==> src/rtl/fetch_unit_pkg.sv <==
// Shared constants for the F-stage fetch unit: exception codes, branch/jump opcodes,
// text segment bounds, FSM state encoding and the F-stage address check.
package fetch_unit_pkg;

  localparam int unsigned XLEN = 32;
  localparam int unsigned EXC_W = 5;
  localparam int unsigned OP_W = 6;

  localparam logic [EXC_W-1:0] EXC_NONE = 5'd0;
  localparam logic [EXC_W-1:0] EXC_ADEL = 5'd4;

  localparam logic [OP_W-1:0] OP_SPECIAL = 6'h00;
  localparam logic [OP_W-1:0] OP_REGIMM  = 6'h01;
  localparam logic [OP_W-1:0] OP_J       = 6'h02;
  localparam logic [OP_W-1:0] OP_JAL     = 6'h03;
  localparam logic [OP_W-1:0] OP_BEQ     = 6'h04;
  localparam logic [OP_W-1:0] OP_BNE     = 6'h05;
  localparam logic [OP_W-1:0] OP_BLEZ    = 6'h06;
  localparam logic [OP_W-1:0] OP_BGTZ    = 6'h07;

  localparam logic [OP_W-1:0] FUNCT_JR   = 6'h08;
  localparam logic [OP_W-1:0] FUNCT_JALR = 6'h09;

  localparam logic [XLEN-1:0] TEXT_BASE = 32'h0000_3000;
  localparam logic [XLEN-1:0] TEXT_LAST = 32'h0000_6FFC;

  typedef enum logic {
    FETCH = 1'b0,
    HOLD  = 1'b1
  } fetch_state_e;

  // Misaligned or outside the text segment.
  function automatic logic addr_fault(input logic [XLEN-1:0] addr);
    return (addr[1:0] != 2'b00) || (addr < TEXT_BASE) || (addr > TEXT_LAST);
  endfunction

endpackage

==> src/rtl/branch_detect.sv <==
// Classifies an instruction (opcode/funct fields) as a branch or jump, i.e. one that
// owns a delay slot.
module branch_detect
  import fetch_unit_pkg::*;
(
  input  logic [OP_W-1:0] opcode,
  input  logic [OP_W-1:0] funct,
  output logic            is_branch_c
);

  always_comb begin
    is_branch_c = 1'b0;
    unique case (opcode)
      OP_BEQ, OP_BNE, OP_BLEZ, OP_BGTZ, OP_REGIMM, OP_J, OP_JAL: is_branch_c = 1'b1;
      OP_SPECIAL: is_branch_c = (funct == FUNCT_JR) || (funct == FUNCT_JALR);
      default:    is_branch_c = 1'b0;
    endcase
  end

endmodule

==> src/rtl/fetch_unit.sv <==
// F-stage fetch unit: PC register, next-PC select, level req/ack handshake with
// instruction memory and optional address fault check (FETCH_ADDR_CHECK_EN).
module fetch_unit
  import fetch_unit_pkg::*;
#(
  parameter logic [31:0] RESET_PC   = 32'h0000_3000,
  parameter logic [31:0] EXC_VECTOR = 32'h0000_4180
) (
  input  logic             clk,
  input  logic             reset,
  input  logic             stall,
  input  logic             req,
  input  logic             eret,
  input  logic [XLEN-1:0]  epc,
  input  logic             branch_taken,
  input  logic [XLEN-1:0]  branch_target,
  output logic             imem_req,
  output logic [XLEN-1:0]  imem_addr,
  input  logic [XLEN-1:0]  imem_rdata,
  input  logic             imem_ack,
  output logic [XLEN-1:0]  out_pc,
  output logic [XLEN-1:0]  out_instr,
  output logic             out_is_delay,
  output logic [EXC_W-1:0] out_exc_code,
  output logic             fetch_busy
);

  fetch_state_e    state;
  logic [XLEN-1:0] pc;
  logic [XLEN-1:0] ibuf;
  logic            is_delay;

  logic            fault;
  logic            ack_v;
  logic            advance;
  logic            is_branch_c;
  logic [XLEN-1:0] next_pc;

`ifdef FETCH_ADDR_CHECK_EN
  assign fault = addr_fault(pc);
`else
  assign fault = 1'b0;
`endif

  // A faulted PC issues no request, so any stray ack is ignored.
  assign ack_v   = imem_ack && (state == FETCH) && !fault;
  assign advance = !stall && ((state == HOLD) || ack_v);
  assign next_pc = branch_taken ? branch_target : pc + XLEN'(4);

  assign imem_req     = (state == FETCH) && !fault;
  assign imem_addr    = pc;
  assign fetch_busy   = (state == FETCH) && !fault && !imem_ack;
  assign out_pc       = pc;
  assign out_is_delay = is_delay && !eret;
  assign out_exc_code = (fault && !eret) ? EXC_ADEL : EXC_NONE;

  always_comb begin
    out_instr = (state == HOLD) ? ibuf : imem_rdata;
    if (fault || eret) out_instr = '0;
  end

  branch_detect u_branch_detect (
    .opcode      (out_instr[31:26]),
    .funct       (out_instr[5:0]),
    .is_branch_c (is_branch_c)
  );

  // PC, state, instruction buffer and delay-slot flag; reset > req > eret > stall > advance.
  always_ff @(posedge clk) begin
    if (reset) begin
      pc       <= RESET_PC;
      state    <= FETCH;
      ibuf     <= '0;
      is_delay <= 1'b0;
    end else if (req) begin
      pc       <= EXC_VECTOR;
      state    <= FETCH;
      ibuf     <= '0;
      is_delay <= 1'b0;
    end else if (eret) begin
      pc       <= epc;
      state    <= FETCH;
      ibuf     <= '0;
      is_delay <= 1'b0;
    end else if (stall) begin
      if (ack_v) begin
        ibuf  <= imem_rdata;
        state <= HOLD;
      end
    end else if (advance) begin
      pc       <= next_pc;
      state    <= FETCH;
      is_delay <= is_branch_c;
    end
  end

endmodule

==> config.mk <==
export PLATFORM = sky130hd
export DESIGN_NAME = fetch_unit
export DESIGN_NICKNAME = d
export VERILOG_FILES = /design/src/rtl/fetch_unit_pkg.sv /design/src/rtl/branch_detect.sv /design/src/rtl/fetch_unit.sv
export SDC_FILE = /design/constraint.sdc
export NUM_CORES = 1
export LEC_CHECK = 0
export BUFFER_PORTS_ARGS = -buffer_cell sky130_fd_sc_hd__buf_2
export CELL_PAD_IN_SITES_DETAIL_PLACEMENT = 1
export CELL_PAD_IN_SITES_GLOBAL_PLACEMENT = 1
export CORE_UTILIZATION = 30
export CTS_CLUSTER_SIZE = 8
export DETAILED_ROUTE_END_ITERATION = 8
export PLACE_DENSITY = 0.81
export SKIP_LAST_GASP = 1
export SYNTH_ARGS = -nofsm -noshare
export SYNTH_HDL_FRONTEND = slang
export SYNTH_SLANG_ARGS = --single-unit
==> constraint.sdc <==
create_clock -name clk -period 2.6 [get_ports clk]
set_input_delay 0.39 -clock clk [delete_from_list [all_inputs] [get_ports clk]]
set_output_delay 0.39 -clock clk [all_outputs]
set_load 0.1 [all_outputs]
==> results of run 1 <==
[metrics by stage]
step           setup WS, ns  area (sq um)  hold slack [ns]
2_1_floorplan        -0.256          4430            0.421
3_3_place_gp          0.551          5400            0.437
3_5_place_dp          0.533          5400            0.441
4_1_cts               0.272          5750            0.280
5_1_grt               0.188          5750            0.286
6_report              0.282          5750            0.296
[sequential cells by signal, summed over array words and instances, names as in the netlist, named ones only]
name       flops
ibuf          32
imem_addr     30
is_delay       1
state          1
[cell families (layout without fill, tap and decap cells)]
logic type      after synthesis  count (layout)
compound gates              133             133
xor+xnor                      1               1
fa+ha+maj                     1               1
buf+inv                      81             248
flops                        66              66
mux                          40              40
other cells                   1               5
simple gates                262             262
[Yosys cell counts (all sizes together), types with 3 or more instances]
cell type	number
a211oi	5
a22o	5
buf	48
nor2b	4
nor3b	3
mux2i	38
and2	3
or4	3
clkbuf	26
nand4	12
o21ai	14
nor3	12
inv	7
a31oi	5
o22ai	8
a32oi	4
and4	3
a21oi	58
o31ai	3
nand3	31
nand2	106
o211ai	6
a22oi	3
nor4	7
dfxtp	66
nor2	61
a221oi	4
nand2b	4
and3	5
[metal layers]
layer,vias up,routed length (microns),GRT usage
li1,2394,-,-
met1,2355,6890,0.262
met2,190,8100,0.390
met3,16,1190,0.0637
met4,0,268,0.0686
met5,-,0,0
[critical path: stages (launching register included)]
cell and delay [ns]:
dfxtp_2 0.53, buf_12 0.27, mux2i_1 0.10, nor2_1 0.18
buf_2 0.47
[power by group through the flow]
| stage | clock, mW | combinational [mW] | sequential [mW] |
|---|---|---|---|
| 2_1_floorplan | 0 | 0.688 | 1.28 |
| 3_3_place_gp | 0 | 1.06 | 1.11 |
| 3_5_place_dp | 0 | 1.06 | 1.12 |
| 4_1_cts | 1.50 | 1.07 | 1.09 |
| 5_1_grt | 1.55 | 1.11 | 1.10 |
| 6_report | 1.46 | 1.07 | 1.09 |
[final timing paths]
kind,start,endpoint,slack [ns],cells after the start
worst min-delay path,imem_rdata[25],ibuf[25]$_SDFFE_PP0P_,0.30,3
worst min register to register,is_delay$_SDFFE_PP0P_,is_delay$_SDFFE_PP0P_,0.45,2
worst max-delay path,state$_SDFFE_PP0P_,out_instr[26],0.28,4
worst max register to register,imem_addr[2]$_SDFFE_PP0P_,imem_addr[12]$_SDFFE_PP1P_,0.50,6
[layout make-up]
type | instances | area (sq um) | area share
clock buffer | 11 | 253 | 0.0440
timing repair buffer | 225 | 1200 | 0.209
inverter | 7 | 26.3 | 0.00457
clock inverter | 5 | 100 | 0.0174
tap | 180 | 225 | 0.0392
sequential | 66 | 1330 | 0.231
multi-input combinational | 442 | 2620 | 0.456
==> flow_summary_export.csv, run 1 <==
group,metric,value,unit
run_status,status,"finished, final reports clean",
finish,num_antenna_cells,0,
worst_setup_path,critical_path_arrival,1.93,ns
floorplanning,die_h,123,microns
place,routabilityCongestion,0.910,
route,ant_nets,0,
power,p_sw_frac,0.381,
yosys,synth-simple-area-share,0.292,
yosys,postSynth.asyncResetShare,0,
clocking,cts_root_buf,"clkbuf_16",
power,p_int,2.24,mW
clocking,cts.path.max_buffers,2,
worst_hold_path,hold_path_class,"primary input to register",
clocking,path_clk_slew,0.05,ns
power,p_sw,1.38,mW
yosys,synth_ff_type,"dfxtp_1",
run,cap_violations,0,
clocking,htreeDepth,3,
yosys,synth-compound-area-share,0.197,
clocking,cts_buffers,9,
sta,period_needed,2.32,ns
yosys,synthTopCellsByArea,"dfxtp_1, nand2_1, mux2i_1",
yosys,ys_seq_elements,66,
place,numPortBuffers,201,
sta,tns,0,ns
place,dp_cells,920,
place,post-dp-hpwl,12300,microns
grt,grt_pass1_wl,25700,microns
sta,hold_viol_final,0,
yosys,ys_seq_area_frac,0.303,
clocking,post_cts_resize_count,0,
route,vias,4955,
finish,stdcell_count,936,
sta,fin_skew,0.00534,ns
route,dr.pass1.iters,4,
route,avgRoutedWirePerCell,17.6,microns
finish,syn2layout_area_growth,31.7,%
sta,slew_headroom,0.638,
grt,grt_pass1_vias,4925,
floorplanning,core-area,14000,sq um
floorplanning,die_x,123,microns
yosys,synth_adder_area_share,0.00287,
yosys,synth_cell_type_count,69,
finish,fillCellCount,1787,
power,p_leak,2.49,nW
route,first_iter_violations,304,
finish,nets,855,
grt,grt_overflow,0,
grt,grt_usage,0.223,
clocking,holdBufCountCts,0,
yosys,syn_inst,585,
grt,grt_max_degree,34,
clocking,cts_tree,"yes",
sta,period_share,0.892,
worst_setup_path,cp_max_fo,29,
yosys,yosys.area.top_type,"dfxtp_1",
clocking,cts.sinks,66,
finish,drive_above_1_share,0.365,
sta,setup_violations,0,
sta,drv_slew,0,
route,wirelength,16500,microns
worst_setup_path,worstSetupPathType,"register to output port",
worst_setup_path,crit_required,2.21,ns
yosys,synth_edf_count,0,
route,route.detailed.drc,0,
yosys,yosysWarningCount,0,
yosys,synth-xor-area-share,0.00201,
route,via_per_inst,5.29,
sta,rsz0062_at_grt,"no",
yosys,netlist_area,4360,sq um
sta,tightestPinTransition,0.547,ns
floorplanning,ioPinCount,207,
power,p_comb_frac,0.294,
power,p_per_area,630,nW/um^2
yosys,muxShareOfSynthArea,0.0923,
worst_setup_path,start_kind,"register",
finish,final_cell_mix,"buf_2, nand2_1, dfxtp_1, a21oi_1, nor2_1",
sta,fmax,431,MHz
power,total_power,3.62,mW
clocking,clk-insertion-delay-late,0.34,ns
floorplanning,rows,43,
floorplanning,die-area,15000,sq um
power,vdd_ir_drop_max,0.367,mV
grt,antenna_found_initial,0,
worst_setup_path,worstSetupEndpointType,"output port",
power,pwr-share-seq,0.302,
finish,final_common_cell,"buf_2",
yosys,synth_top_family_by_area,"simple AND/OR/NAND/NOR gates",
yosys,syn_avg_cell_area,7.46,sq um
yosys,synth_top_area_share,0.303,
finish,final_core_util,0.409,
clocking,post_cts_buffers,0,
power,p_clk_frac,0.404,
floorplanning,start_util,0.311,
(Power assumes the default switching activity.)
==> run 2, diff against run 1 <==
--- a/config.mk
+++ b/config.mk
@@ -8,10 +8,10 @@
 export BUFFER_PORTS_ARGS = -buffer_cell sky130_fd_sc_hd__buf_2
 export CELL_PAD_IN_SITES_DETAIL_PLACEMENT = 1
 export CELL_PAD_IN_SITES_GLOBAL_PLACEMENT = 1
-export CORE_UTILIZATION = 30
+export CORE_UTILIZATION = 32
 export CTS_CLUSTER_SIZE = 8
 export DETAILED_ROUTE_END_ITERATION = 8
-export PLACE_DENSITY = 0.81
+export PLACE_DENSITY = 0.85
 export SKIP_LAST_GASP = 1
 export SYNTH_ARGS = -nofsm -noshare
 export SYNTH_HDL_FRONTEND = slang
==> constraint.sdc (replaced) <==
create_clock -name clk -period 2.5 [get_ports clk]
set_input_delay 0.375 -clock clk [delete_from_list [all_inputs] [get_ports clk]]
set_output_delay 0.375 -clock clk [all_outputs]
set_load 0.1 [all_outputs]
==> flow_summary_export.csv, run 2 (synthesis results as in run 1) <==
group,metric,value,unit
run_status,status,"finished, final reports clean",
clocking,clk-insertion-delay-late,0.33,ns
route,dr.pass1.iters,5,
grt,grt_max_degree,34,
route,first_iter_violations,262,
finish,fillCellCount,1727,
finish,num_antenna_cells,0,
finish,final_common_cell,"buf_2",
grt,grt_usage,0.231,
finish,final_cell_mix,"buf_2, nand2_1, a21oi_1, dfxtp_1, nor2_1",
floorplanning,core-area,13300,sq um
floorplanning,die_h,119,microns
finish,drive_above_1_share,0.372,
clocking,holdBufCountCts,0,
floorplanning,ioPinCount,207,
worst_setup_path,path_buf_inv,2,
floorplanning,die-area,14100,sq um
worst_setup_path,worstSetupEndpointType,"output port",
worst_setup_path,worstSetupPathType,"register to output port",
worst_setup_path,r2r.worst_path.cells,6,
route,route.detailed.drc,0,
sta,rsz0062_at_grt,"no",
worst_setup_path,r2r_end,"imem_addr[16]$_SDFFE_PP0P_",
worst_setup_path,start_kind,"register",
route,avgRoutedWirePerCell,17.4,microns
worst_setup_path,cp_max_fo,31,
finish,largest_register_ffs,32,
route,wl_met2,7820,microns
sta,period_needed,2.22,ns
clocking,cts_tree,"yes",
sta,setup_violations,0,
worst_setup_path,reg2reg_slack,0.31,ns
place,dp_cells,914,
place,dpl_cell_area,5390,sq um
worst_setup_path,critical_path_arrival,1.85,ns
floorplanning,start_util,0.328,
clocking,cts.path.max_buffers,2,
sta,drv_slew,0,
route,via_per_inst,5.36,
worst_setup_path,crit_family,"buffers and inverters",
worst_hold_path,hold_path_class,"primary input to register",
worst_setup_path,worstReg2RegStart,"imem_addr[2]$_SDFFE_PP0P_",
sta,tightestPinTransition,0.511,ns
clocking,cts.sinks,66,
floorplanning,die_x,119,microns
sta,fin_skew,0.00685,ns
route,vias,4983,
finish,regMostFlops,"ibuf",
sta,slew_headroom,0.656,
route,wirelength,16200,microns
worst_hold_path,hold_depth,3,
finish,stdcell_count,929,
power,p_per_area,616,nW/um^2
clocking,cts_buffers,9,
power,p_leak,2.44,nW
grt,antenna_found_initial,0,
route,top_layer_used,"met4",
sta,period_share,0.890,
sta,fmax,450,MHz
worst_hold_path,worstHoldEndpoint,"ibuf[16]$_SDFFE_PP0P_",
worst_setup_path,slowest_delay,0.48,ns
grt,grt_pass1_wl,26000,microns
finish,nets,853,
place,post-dp-hpwl,12100,microns
route,drt-met1-wl,6590,microns
power,vdd_ir_drop_max,0.270,mV
clocking,cts_root_buf,"clkbuf_16",
worst_setup_path,crit_chain,"buf_12 > mux2i_1 > nor2_1 > buf_2",
clocking,path_clk_slew,0.05,ns
clocking,post_cts_buffers,0,
clocking,htreeDepth,3,
grt,grt_overflow,0,
sta,hold_viol_final,0,
route,ant_nets,0,
finish,fin_area,5680,sq um
worst_setup_path,crit_required,2.12,ns
place,routabilityCongestion,0.896,
finish,syn2layout_area_growth,30.1,%
grt,grt_pass1_vias,4950,
worst_hold_path,hold_start,"imem_rdata[16]",
place,numPortBuffers,201,
floorplanning,rows,42,
route,wl_met3,1270,microns
run,cap_violations,0,
worst_setup_path,critPathLaunch,"state$_SDFFE_PP0P_",
worst_setup_path,crit_slowest_cell,"dfxtp_2",
clocking,post_cts_resize_count,0,
## run 2: cell types whose count changed in the layout (fill, tap and decap cells not counted), sizes merged
cell and delta:
buf -2, bufinv -2, clkbuf +1
## run 2: area by class of cell
type / instances / area (sq um) / share of cell area
Multi-Input combinational cell: 442 / 2630 / 0.463
Sequential cell: 66 / 1330 / 0.234
Timing Repair Buffer: 223 / 1180 / 0.208
Clock buffer: 12 / 246 / 0.0434
Tap cell: 176 / 220 / 0.0388
Clock inverter: 3 / 40.0 / 0.00705
Inverter: 7 / 26.3 / 0.00463
## run 2: layer usage
metal / GRT usage / up-vias
met5: 0 / -
met4: 0.0957 / 0
met3: 0.0656 / 38
met2: 0.405 / 226
met1: 0.261 / 2345
li1: - / 2374
## run 2: metrics by stage
| step | utilization | worst slack [ns] | TNS, ns | hold WS, ns | total power, mW |
|---|---|---|---|---|---|
| 2_1_floorplan | - | -0.341 | -2.20 | 0.421 | 2.05 |
| 3_3_place_gp | 0.406 | 0.431 | 0 | 0.442 | 2.26 |
| 3_5_place_dp | 0.406 | 0.340 | 0 | 0.448 | 2.27 |
| 4_1_cts | 0.427 | 0.256 | 0 | 0.281 | 3.53 |
| 5_1_grt | 0.427 | 0.112 | 0 | 0.284 | 3.63 |
| 6_report | 0.427 | 0.276 | 0 | 0.291 | 3.50 |
## run 2: tightest hold or removal path, stage by stage
cell and delay [ns]:
buf_2 0.10, nand2_1 0.05, a21oi_1 0.05
## run 2: worst max path at each step
stage / to / depth (start not counted) / slack [ns]
2_1_floorplan: out_instr[17] / 5 / -0.34
3_3_place_gp: imem_addr[12]$_SDFFE_PP1P_ / 7 / 0.43
3_5_place_dp: imem_addr[16]$_SDFFE_PP0P_ / 6 / 0.34
4_1_cts: out_instr[5] / 4 / 0.26
5_1_grt: imem_addr[16]$_SDFFE_PP0P_ / 6 / 0.11
6_report: out_instr[5] / 4 / 0.28
## run 2: power by group
part           total, mW  internal [mW]  leakage [nW]  switching [mW]
Clock               1.25          0.791         0.142           0.463
Sequential          1.14           1.09         0.539          0.0552
Combinational       1.11          0.223          1.76           0.882
==> run 3, diff against run 2 <==
--- a/config.mk
+++ b/config.mk
@@ -5,13 +5,15 @@
 export SDC_FILE = /design/constraint.sdc
 export NUM_CORES = 1
 export LEC_CHECK = 0
+export ABC_AREA = 1
 export BUFFER_PORTS_ARGS = -buffer_cell sky130_fd_sc_hd__buf_2
 export CELL_PAD_IN_SITES_DETAIL_PLACEMENT = 1
 export CELL_PAD_IN_SITES_GLOBAL_PLACEMENT = 1
-export CORE_UTILIZATION = 32
+export CORE_UTILIZATION = 29
 export CTS_CLUSTER_SIZE = 8
 export DETAILED_ROUTE_END_ITERATION = 8
-export PLACE_DENSITY = 0.85
+export GPL_TIMING_DRIVEN = 0
+export PLACE_DENSITY = 0.83
 export SKIP_LAST_GASP = 1
 export SYNTH_ARGS = -nofsm -noshare
 export SYNTH_HDL_FRONTEND = slang
==> constraint.sdc (replaced) <==
create_clock -name clk -period 1.84 [get_ports clk]
set_input_delay 0.276 -clock clk [delete_from_list [all_inputs] [get_ports clk]]
set_output_delay 0.276 -clock clk [all_outputs]
set_load 0.1 [all_outputs]
==> flow_summary_export.csv, run 3 <==
group,metric,value,unit
sta,tightestPinTransition,0.639,ns
clocking,cts_buffers,9,
power,total_power,5.26,mW
yosys,yosysMostFrequentCell,"nor2_1",
route,dr.pass1.iters,5,
sta,fmax,531,MHz
yosys,netlist_area,4530,sq um
finish,final_cell_mix,"buf_2, nand2_1, nor2_1, o21ai_0, inv_1",
sta,slew_headroom,0.574,
yosys,ys_seq_area_frac,0.292,
clocking,cts_tree,"yes",
sta,rsz0062_at_grt,"yes",
finish,nets,1029,
route,vias,5579,
floorplanning,rows,45,
worst_setup_path,crit_chain,"buf_6 > buf_4 > or2_2 > nand3_1 > inv_1 > buf_4",
yosys,synth_ff_type,"dfxtp_1",
worst_setup_path,path_buf_inv,4,
clocking,htreeDepth,3,
yosys,yosysWarningCount,0,
finish,drive_above_1_share,0.420,
route,route.detailed.drc,0,
sta,period_share,1.02,
yosys,synth_edf_count,0,
route,ant_nets,0,
yosys,synthTopCellsByArea,"dfxtp_1, nor2_1, nand2_1",
route,via_per_inst,4.97,
yosys,ys_seq_elements,66,
worst_setup_path,crit_slowest_cell,"dfxtp_2",
route,first_iter_violations,251,
clocking,path_clk_slew,0.06,ns
clocking,cts.path.max_buffers,2,
grt,grt_max_degree,14,
worst_setup_path,start_kind,"register",
clocking,cts.sinks,66,
floorplanning,die_x,127,microns
power,p_per_area,760,nW/um^2
worst_hold_path,hold_path_class,"primary input to register",
grt,grt_pass1_vias,5549,
yosys,yosys.area.top_type,"dfxtp_1",
clocking,clk-insertion-delay-late,0.35,ns
floorplanning,start_util,0.298,
sta,hold_viol_final,0,
yosys,syn_inst,704,
floorplanning,ioPinCount,207,
run_status,status,"finished, violations left",
place,dp_slack,-0.693,ns
grt,antenna_found_initial,4,
floorplanning,core-area,15200,sq um
worst_setup_path,crit_required,1.56,ns
worst_setup_path,worstSetupPathType,"register to output port",
yosys,synth_cell_type_count,39,
sta,drv_slew,0,
grt,grt_usage,0.230,
power,p_leak,3.24,nW
worst_setup_path,worstSetupEndpointType,"output port",
route,avgRoutedWirePerCell,17.1,microns
worst_setup_path,path_common_cell,"buf_4",
yosys,syn_avg_cell_area,6.43,sq um
place,post-dp-hpwl,13600,microns
worst_setup_path,slowest_delay,0.32,ns
sta,fin_ws,-0.0420,ns
route,wirelength,19200,microns
finish,final_common_cell,"buf_2",
grt,grt_pass1_wl,28700,microns
power,vdd_ir_drop_max,0.452,mV
floorplanning,die_h,127,microns
finish,syn2layout_area_growth,52.7,%
finish,regMostFlops,"ibuf",
sta,period_needed,1.88,ns
finish,fillCellCount,1973,
worst_setup_path,crit_family,"buffers and inverters",
place,routabilityCongestion,0.883,
worst_setup_path,cp_max_fo,4,
run_status,violations,"negative setup slack",
yosys,yosys-top-cells-count,"nor2_1, nand2_1, o21ai_0",
floorplanning,die-area,16100,sq um
run,cap_violations,0,
worst_setup_path,critical_path_arrival,1.61,ns
grt,grt_overflow,0,
finish,largest_register_ffs,32,
place,numPortBuffers,200,
sta,setup_violations,1,
sta,fin_skew,0.00656,ns
yosys,postSynth.asyncResetShare,0,
yosys,synth_top_area_share,0.292,
clocking,cts_root_buf,"clkbuf_16",
[run 3: cell count changes in the layout (fill, tap and decap cells not counted), moves of 17 or more]
cell and delta:
a21oi_1 -18, buf_2 -24, buf_4 +24, dfxtp_1 -17, inv_1 +44, mux2i_1 -38, nand2_1 +18, nor2_1 +58
nor2_4 +25, o21ai_0 +63
[run 3: worst paths after layout]
check / end / cells past startpoint / slack [ns] / start
max: out_instr[31] / 6 / -0.04 / state$_SDFFE_PP0P_
min reg2reg: ibuf[27]$_SDFFE_PP0P_ / 2 / 0.46 / ibuf[27]$_SDFFE_PP0P_
max reg2reg: imem_addr[21]$_SDFFE_PP0P_ / 7 / 0.11 / state$_SDFFE_PP0P_
min: imem_addr[4]$_SDFFE_PP0P_ / 3 / 0.22 / epc[4]
[run 3: final cells by class]
class                   count  area (sq um)  area share
diodes                      4          10.0     0.00145
plain buffers              72           529      0.0766
clock buffers               9           225      0.0326
clock inverters             7          77.6      0.0112
inverters                  57           224      0.0324
multi-input cells         513          2820       0.408
flip-flops and latches     66          1360       0.196
well taps                 188           235      0.0340
repair buffers            206          1430       0.207
[run 3: worst reg2reg max path: cells and delay by family, from the launching register on]
kind	cells	cell delay (ns)
flops	1	0.32
simple gates	1	0.17
buf+inv	3	0.59
compound gates	3	0.53
[run 3: what timing repair did]
item / CTS / global route
hold buffers: 0 / 0
resized for setup: 123 / 43
pin swaps: 2 / 1
cloned: 2 / 2
setup endpoints to repair: 34 / 34
setup buffers: 1 / 1
[run 3: per-layer routing]
layer | track usage | part of all wire | up-vias
met1 | 0.278 | 0.42 | 2656
met5 | 0 | 0 | -
met2 | 0.388 | 0.50 | 176
met3 | 0.0515 | 0.052 | 37
met4 | 0.106 | 0.031 | 0
li1 | - | - | 2710
[run 3: metrics by stage]
stage | util | hold slack, ns | TNS, ns | instance area, sq um | cells
final | 0.455 | 0.216 | -0.0420 | 6910 | 1122
after global routing | 0.454 | 0.223 | -0.410 | 6910 | 1121
after global placement | 0.395 | 0.439 | -6.91 | 6010 | 1096
after CTS | 0.441 | 0.194 | -0.110 | 6710 | 1115
after detailed placement | 0.395 | 0.451 | -7.48 | 6010 | 1096
after floorplan | - | 0.421 | -1.99 | 4770 | 708
[run 3: cells by family after synthesis]
group | after synthesis | synth area share
AO/OA/AOI/OAI | 172 | 0.216
other | 1 | 0.000828
AND/OR/NAND/NOR | 326 | 0.322
XOR/XNOR | 9 | 0.0207
adder cells (fa/ha/maj) | 1 | 0.00276
flip-flops | 66 | 0.292
buffers and inverters | 129 | 0.146
[run 3: report_power, final]
part	internal, mW	switching, mW	leakage (nW)
clock network	1.06	0.754	0.143
logic	0.482	1.39	2.55
registers	1.49	0.0857	0.547
total	3.03	2.23	3.24
